### src/rtl/hazard_scoreboard_pkg.sv
// Shared stage codes, forwarding constants and MDU latency defaults for the
// decode-stage hazard unit.
package hazard_scoreboard_pkg;

  typedef enum logic [1:0] {
    STAGE_DECODE  = 2'd0,
    STAGE_EXECUTE = 2'd1,
    STAGE_MEM     = 2'd2,
    STAGE_MAX     = 2'd3
  } stage_e;

  localparam int HAZ_FWD_GRF = 0;
  localparam int MD_MULT_LAT = 5;
  localparam int MD_DIV_LAT  = 10;

  function automatic int maxInt(input int a, input int b);
    return (a > b) ? a : b;
  endfunction

endpackage

### src/rtl/hazard_scoreboard_if.sv
// Decode-side bundle: read/write codes and MDU controls in, interlock and
// forwarding selects out.
interface hazard_scoreboard_if #(
  parameter int STAGE_W     = 2,
  parameter int NUM_ENTRIES = 3
);
  localparam int FWD_W = $clog2(NUM_ENTRIES + 1);

  logic [4:0]         rs_addr;
  logic [4:0]         rt_addr;
  logic [STAGE_W-1:0] tuse0;
  logic [STAGE_W-1:0] tuse1;
  logic [4:0]         wr_addr;
  logic [STAGE_W-1:0] wr_stage;
  logic               is_md;
  logic               md_start;
  logic               md_div;
  logic               stall;
  logic [FWD_W-1:0]   fwd_sel0;
  logic [FWD_W-1:0]   fwd_sel1;
  logic               md_busy;

  modport master (
    output rs_addr, rt_addr, tuse0, tuse1, wr_addr, wr_stage,
           is_md, md_start, md_div,
    input  stall, fwd_sel0, fwd_sel1, md_busy
  );

  modport slave (
    input  rs_addr, rt_addr, tuse0, tuse1, wr_addr, wr_stage,
           is_md, md_start, md_div,
    output stall, fwd_sel0, fwd_sel1, md_busy
  );

endinterface

### src/rtl/hazard_scoreboard_md_busy_counter.sv
// Multiply/divide busy timer: loads the operation latency on issue and counts
// down to idle.
module md_busy_counter
  import hazard_scoreboard_pkg::*;
#(
  parameter int MULT_LAT = MD_MULT_LAT,
  parameter int DIV_LAT  = MD_DIV_LAT
) (
  input  logic clk,
  input  logic reset_n,
  input  logic i_load,
  input  logic i_div,
  output logic o_busy
);

  localparam int CNT_W = $clog2(maxInt(MULT_LAT, DIV_LAT) + 1);

  logic [CNT_W-1:0] r_count;

  // A new issue always wins over the running countdown.
  always_ff @(posedge clk) begin
    if (!reset_n) begin
      r_count <= '0;
    end else if (i_load) begin
      r_count <= i_div ? CNT_W'(DIV_LAT) : CNT_W'(MULT_LAT);
    end else if (r_count != '0) begin
      r_count <= r_count - CNT_W'(1);
    end
  end

  assign o_busy = (r_count != '0);

endmodule

### src/rtl/hazard_scoreboard.sv
// Decode-stage interlock: shift-register scoreboard of in-flight writes with
// cycles-until-ready, stall/forward generation and the MDU busy interlock.
module hazard_scoreboard
  import hazard_scoreboard_pkg::*;
#(
  parameter int NUM_ENTRIES = 3,
  parameter int STAGE_W     = 2,
  parameter int MULT_LAT    = MD_MULT_LAT,
  parameter int DIV_LAT     = MD_DIV_LAT
) (
  input  logic                clk,
  input  logic                reset_n,
  hazard_scoreboard_if.slave  bus
);

  localparam int                 FWD_W     = $clog2(NUM_ENTRIES + 1);
  localparam logic [STAGE_W-1:0] TUSE_NONE = '1;

  logic [NUM_ENTRIES-1:0] w_match0, w_match1;
  logic [NUM_ENTRIES-1:0] w_late0, w_late1;
  logic [NUM_ENTRIES-1:0] w_ready0, w_ready1;
  logic                   w_dataStall0, w_dataStall1, w_mdStall, w_stall;
  logic                   w_mdBusy;
  logic [FWD_W-1:0]       w_fwdSel0, w_fwdSel1;

  for (genvar gi = 0; gi < NUM_ENTRIES; gi++) begin : g_entry
    logic [4:0]         r_addr;
    logic [STAGE_W-1:0] r_tnew;

    if (gi == 0) begin : g_head
      // A stalled decode leaves a bubble in E instead of its write.
      always_ff @(posedge clk) begin
        if (!reset_n || w_stall) begin
          r_addr <= '0;
          r_tnew <= '0;
        end else begin
          r_addr <= bus.wr_addr;
          r_tnew <= bus.wr_stage;
        end
      end
    end else begin : g_shift
      always_ff @(posedge clk) begin
        if (!reset_n) begin
          r_addr <= '0;
          r_tnew <= '0;
        end else begin
          r_addr <= g_entry[gi-1].r_addr;
          r_tnew <= (g_entry[gi-1].r_tnew == '0) ? '0
                                                 : g_entry[gi-1].r_tnew - STAGE_W'(1);
        end
      end
    end

    assign w_match0[gi] = (r_addr != 5'd0) && (r_addr == bus.rs_addr);
    assign w_match1[gi] = (r_addr != 5'd0) && (r_addr == bus.rt_addr);
    assign w_late0[gi]  = w_match0[gi] && (r_tnew > bus.tuse0);
    assign w_late1[gi]  = w_match1[gi] && (r_tnew > bus.tuse1);
    assign w_ready0[gi] = w_match0[gi] && (r_tnew == '0);
    assign w_ready1[gi] = w_match1[gi] && (r_tnew == '0);
  end

  md_busy_counter #(
    .MULT_LAT (MULT_LAT),
    .DIV_LAT  (DIV_LAT)
  ) u_mdCounter (
    .clk     (clk),
    .reset_n (reset_n),
    .i_load  (bus.md_start && !w_stall),
    .i_div   (bus.md_div),
    .o_busy  (w_mdBusy)
  );

  assign w_dataStall0 = (bus.tuse0 != TUSE_NONE) && (|w_late0);
  assign w_dataStall1 = (bus.tuse1 != TUSE_NONE) && (|w_late1);
  assign w_mdStall    = bus.is_md && w_mdBusy;
  assign w_stall      = w_dataStall0 || w_dataStall1 || w_mdStall;

  // Youngest match decides: a not-yet-ready producer hides older copies.
  always_comb begin
    w_fwdSel0 = FWD_W'(HAZ_FWD_GRF);
    w_fwdSel1 = FWD_W'(HAZ_FWD_GRF);
    for (int i = NUM_ENTRIES - 1; i >= 0; i--) begin
      if (w_match0[i]) w_fwdSel0 = w_ready0[i] ? FWD_W'(i + 1) : FWD_W'(HAZ_FWD_GRF);
      if (w_match1[i]) w_fwdSel1 = w_ready1[i] ? FWD_W'(i + 1) : FWD_W'(HAZ_FWD_GRF);
    end
  end

  assign bus.stall    = w_stall;
  assign bus.fwd_sel0 = w_fwdSel0;
  assign bus.fwd_sel1 = w_fwdSel1;
  assign bus.md_busy  = w_mdBusy;

endmodule

### src/flat_wrapper.sv
// flat-port wrapper written by rule: the top's interface ports become plain ports
module hazard_scoreboard_flat import hazard_scoreboard_pkg::*;
#(
  parameter int NUM_ENTRIES = 3,
  parameter int STAGE_W     = 2,
  parameter int MULT_LAT    = MD_MULT_LAT,
  parameter int DIV_LAT     = MD_DIV_LAT
)
  (clk, reset_n, bus_rs_addr, bus_rt_addr, bus_tuse0, bus_tuse1, bus_wr_addr, bus_wr_stage, bus_is_md, bus_md_start, bus_md_div, bus_stall, bus_fwd_sel0, bus_fwd_sel1, bus_md_busy);
  hazard_scoreboard_if #(.STAGE_W(STAGE_W), .NUM_ENTRIES(NUM_ENTRIES)) bus_i ();
  input  logic clk;
  input  logic reset_n;
  input wire logic [$bits(bus_i.rs_addr)-1:0] bus_rs_addr;
  input wire logic [$bits(bus_i.rt_addr)-1:0] bus_rt_addr;
  input wire logic [$bits(bus_i.tuse0)-1:0] bus_tuse0;
  input wire logic [$bits(bus_i.tuse1)-1:0] bus_tuse1;
  input wire logic [$bits(bus_i.wr_addr)-1:0] bus_wr_addr;
  input wire logic [$bits(bus_i.wr_stage)-1:0] bus_wr_stage;
  input wire logic [$bits(bus_i.is_md)-1:0] bus_is_md;
  input wire logic [$bits(bus_i.md_start)-1:0] bus_md_start;
  input wire logic [$bits(bus_i.md_div)-1:0] bus_md_div;
  output wire logic [$bits(bus_i.stall)-1:0] bus_stall;
  output wire logic [$bits(bus_i.fwd_sel0)-1:0] bus_fwd_sel0;
  output wire logic [$bits(bus_i.fwd_sel1)-1:0] bus_fwd_sel1;
  output wire logic [$bits(bus_i.md_busy)-1:0] bus_md_busy;
  assign bus_i.rs_addr = bus_rs_addr;
  assign bus_i.rt_addr = bus_rt_addr;
  assign bus_i.tuse0 = bus_tuse0;
  assign bus_i.tuse1 = bus_tuse1;
  assign bus_i.wr_addr = bus_wr_addr;
  assign bus_i.wr_stage = bus_wr_stage;
  assign bus_i.is_md = bus_is_md;
  assign bus_i.md_start = bus_md_start;
  assign bus_i.md_div = bus_md_div;
  assign bus_stall = bus_i.stall;
  assign bus_fwd_sel0 = bus_i.fwd_sel0;
  assign bus_fwd_sel1 = bus_i.fwd_sel1;
  assign bus_md_busy = bus_i.md_busy;
  hazard_scoreboard #(.NUM_ENTRIES(NUM_ENTRIES), .STAGE_W(STAGE_W), .MULT_LAT(MULT_LAT), .DIV_LAT(DIV_LAT)) u_core (.clk(clk), .reset_n(reset_n), .bus(bus_i));
endmodule
### config.mk
export PLATFORM = sky130hd
export DESIGN_NAME = hazard_scoreboard_flat
export DESIGN_NICKNAME = d
export VERILOG_FILES = /design/src/rtl/hazard_scoreboard_pkg.sv /design/src/rtl/hazard_scoreboard_if.sv /design/src/rtl/hazard_scoreboard_md_busy_counter.sv /design/src/rtl/hazard_scoreboard.sv /design/src/flat_wrapper.sv
export SDC_FILE = /design/constraint.sdc
export NUM_CORES = 1
export LEC_CHECK = 0
export CAP_MARGIN = 20
export CELL_PAD_IN_SITES_DETAIL_PLACEMENT = 0
export CELL_PAD_IN_SITES_GLOBAL_PLACEMENT = 1
export CORE_MARGIN = 5
export CORE_UTILIZATION = 50
export CTS_BUF_LIST = sky130_fd_sc_hd__clkbuf_8 sky130_fd_sc_hd__clkbuf_16
export CTS_CLUSTER_DIAMETER = 80
export DETAILED_ROUTE_END_ITERATION = 16
export DONT_BUFFER_PORTS = 1
export PLACE_DENSITY_LB_ADDON = 0.2
export SETUP_SLACK_MARGIN = 0.5
export SLEW_MARGIN = 10
export SYNTH_ARGS = -nofsm -noshare
export SYNTH_HDL_FRONTEND = slang
export SYNTH_SLANG_ARGS = --single-unit
### constraint.sdc
create_clock -name clk -period 3.64 [get_ports clk]
set_input_delay 0.91 -clock clk [delete_from_list [all_inputs] [get_ports clk]]
set_output_delay 0.91 -clock clk [all_outputs]
set_load 0.02 [all_outputs]
==> flow_summary.yaml <==
cells_and_area:
  num_antenna_cells: 0
  fin_cells: 237
  drive_above_1_share: 0.115
  final_nets: 234
  synthToLayoutAreaGrowth_pct: 8.54
  layout_common_cells: "xnor2_1 (23), dfxtp_1 (23), inv_1 (20)"
worst_hold_path:
  min_from: "u_core.g_entry[0].r_tnew[0]$_SDFF_PP0_"
  hold_path_class: "register to register"
grt:
  overflow: 0
  grt_max_degree: 20
  grt_pass1_wl_um: 5660
  grt_pass1_vias: 1247
  grtUsageTotal: 0.168
  antenna_found_initial: 0
logic_synthesis:
  synth.area.top_cells: "dfxtp_1 (30%), xnor2_1 (12%), ha_1 (12%)"
  yosysSeqAreaShare: 0.300
  synth_top_family_by_area: "simple AND/OR/NAND/NOR gates"
  syn_area_per_cell_um2: 8.88
  synthXorXnorAreaFrac: 0.163
  ys_seq_elements: 25
  synth_area_leader_cell: "dfxtp_1"
  synthMuxAreaShare: 0.0375
  synth_edf_count: 0
  syn-cell-area_mm2: 0.00167
  synthDominantCellAreaShare: 0.300
  synth_fp_nets: 230
  synth-main-ff-cell: "dfxtp_1"
  synth_compound_area_frac: 0.109
  synthAdderAreaFrac: 0.120
  synth-simple-area-share: 0.220
  ys_types: 37
  synthArstFlopShare: 0
  syn-instance-count: 188
  ys.warnings.count: 0
floorplanning:
  start_util: 0.509
  core_area_mm2: 0.00328
  dieArea_mm2: 0.00460
  row_count: 21
  ios: 32
  dieWidth_um: 67.8
  die_h_um: 67.8
worst_setup_path:
  path_cells: "or4_1 > o211ai_1 > nor4_1 > buf_4 > a22oi_2 > nand3b_1"
  r2r_cells: 9
  worstSetupStartpointType: "register"
  worstReg2RegStart: "u_core.u_mdCounter.r_count[0]$_SDFFE_PN0P_"
  crit_end: "bus_stall"
  required_ns: 2.73
  path_max_fanout: 4
  path_class: "register to output port"
  worstPathArrival_ns: 2.16
  slowest_stage: "or4_1"
  r2r_slack_ns: 1.45
  crit_path_end_kind: "output port"
  startpoint: "u_core.g_entry[1].r_addr[0]$_SDFF_PN0_"
  cpPeakStageDelay_ns: 0.55
  r2r-end: "u_core.g_entry[0].r_addr[4]$_SDFF_PP0_"
job:
  maxCapViolCount: 0
power_and_ir_drop:
  power_frac_comb: 0.400
  clockPowerShare: 0.190
  p_leak_nw: 0.754
  power.share.switching: 0.367
  p_seq_frac: 0.410
  vdd_ir_drop_max_v: 0.000302
  internal_power_uw: 565
  p_sw_uw: 327
  power-per-cell-area_mw_per_mm2: 492
  power_uw: 893
sta:
  maxSlewViolCount: 0
  hold_viol_final: 0
  worst_pin_slew_ns: 0.387
  relSlewSlack: 0.742
  fmax_mhz: 326
  post-route-period-util: 0.844
  period_needed_ns: 3.07
  finalSetupTns_ns: 0
  fin_worst_skew_ns: 0.00147
  setup_violations: 0
  rsz0062_at_grt: "yes"
route:
  avgViaCountPerCell: 5.43
  drt_iter0_drc: 39
  post_drt_wl_per_cell_um: 15.0
  dr.pass1.iters: 4
  vias: 1288
  wirelength_um: 3560
  drc: 0
  ant_nets: 0
placement:
  dp.cells: 232
  hpwl_um: 2970
  gp_congestion: 0.844
  io_buffers: 0
clock_tree:
  clkLatencyLatePin_ns: 0.27
  cts.sinks: 25
  cts_buffers: 3
  cts_tree: "built"
  cts_root_buf: "clkbuf_8"
  htreeDepth: 1
  clkSlewWorstSetupHoldPaths_ns: 0.09
  clk_path_buf_depth: 2
status:
  outcome: "complete, no violations"
==> worst max-delay path, delay by kind of cell (launching register included) <==
kind	cells	cell delay [ns]
buffers and inverters	1	0.15
AOI/OAI and AO/OA	2	0.47
DFF	1	0.35
and+or+nand+nor	3	0.91
==> flip-flops by register name (all words and copies together) (netlist names) <==
register	cells
u_core.u_mdCounter.r_count	4
u_core.g_entry.r_addr	15
u_core.g_entry.r_tnew	6
==> layer usage <==
layer	global-route usage	vias to the layer above	part of all wire
li1	-	643	-
met1	0.204	612	0.43
met2	0.282	31	0.49
met3	0.0549	2	0.072
met4	0.0447	0	0.0065
met5	0	-	0
==> stage by stage <==
| stage | util | hold slack (ns) | setup slack (ns) | cell area [µm²] |
|---|---|---|---|---|
| after floorplan | - | 0.392 | 0.580 | 1670 |
| after global placement | 0.525 | 0.399 | 0.471 | 1720 |
| after detailed placement | 0.525 | 0.404 | 0.426 | 1720 |
| after CTS | 0.541 | 0.417 | 0.468 | 1780 |
| after global routing | 0.552 | 0.454 | 0.485 | 1810 |
| final | 0.552 | 0.417 | 0.569 | 1810 |
==> synth_stat cells (all sizes together), types with 4 or more instances <==
cell type	instances
dfxtp	25
xnor2	23
nand2	5
a21oi	6
inv	20
and2	10
nor2	18
mux2i	4
nand3	6
ha	16
o211ai	5
nor3	7
xor2	8
==> area by class of cell <==
class / instances / area, µm²
tap: 46 / 57.6
multi-input combinational: 140 / 1110
timing repair buffer: 2 / 15.0
inverter: 20 / 75.1
fill: 311 / 1470
sequential: 25 / 503
clock inverter: 1 / 7.51
clock buffer: 3 / 41.3
==> kinds of logic after synthesis <==
kind of cell | Yosys count
adders and majority gates | 16
and+or+nand+nor | 64
muxes | 6
DFF | 25
AOI/OAI and AO/OA | 23
xor gates and xnor gates | 31
buffers and inverters | 23
==> worst min path at each step <==
stage	to	slack, ns	depth (start not counted)
6_report	u_core.g_entry[1].r_tnew[0]$_SDFF_PP0_	0.42	1
5_1_grt	u_core.g_entry[1].r_tnew[0]$_SDFF_PP0_	0.45	1
4_1_cts	u_core.g_entry[1].r_tnew[0]$_SDFF_PP0_	0.42	1
3_5_place_dp	u_core.g_entry[1].r_tnew[0]$_SDFF_PP0_	0.40	1
3_3_place_gp	u_core.g_entry[2].r_tnew[0]$_SDFF_PP0_	0.40	1
2_1_floorplan	u_core.g_entry[1].r_tnew[0]$_SDFF_PP0_	0.39	1
==> power groups by stage <==
stage | sequential (mW) | clock (mW) | combinational, mW
final | 0.366 | 0.170 | 0.357
after global routing | 0.374 | 0.185 | 0.401
after CTS | 0.365 | 0.173 | 0.346
after detailed placement | 0.372 | 0 | 0.345
after global placement | 0.370 | 0 | 0.329
after floorplan | 0.358 | 0 | 0.295
==> timing repair <==
item | 4_1_cts | 5_1_grt
resized for setup | 3 | 8
setup endpoints to repair | 3 | 5
hold buffers | 0 | 0
pin swaps | 2 | 4
setup buffers | 0 | 1
No activity file was read; power rests on OpenSTA's default activity.
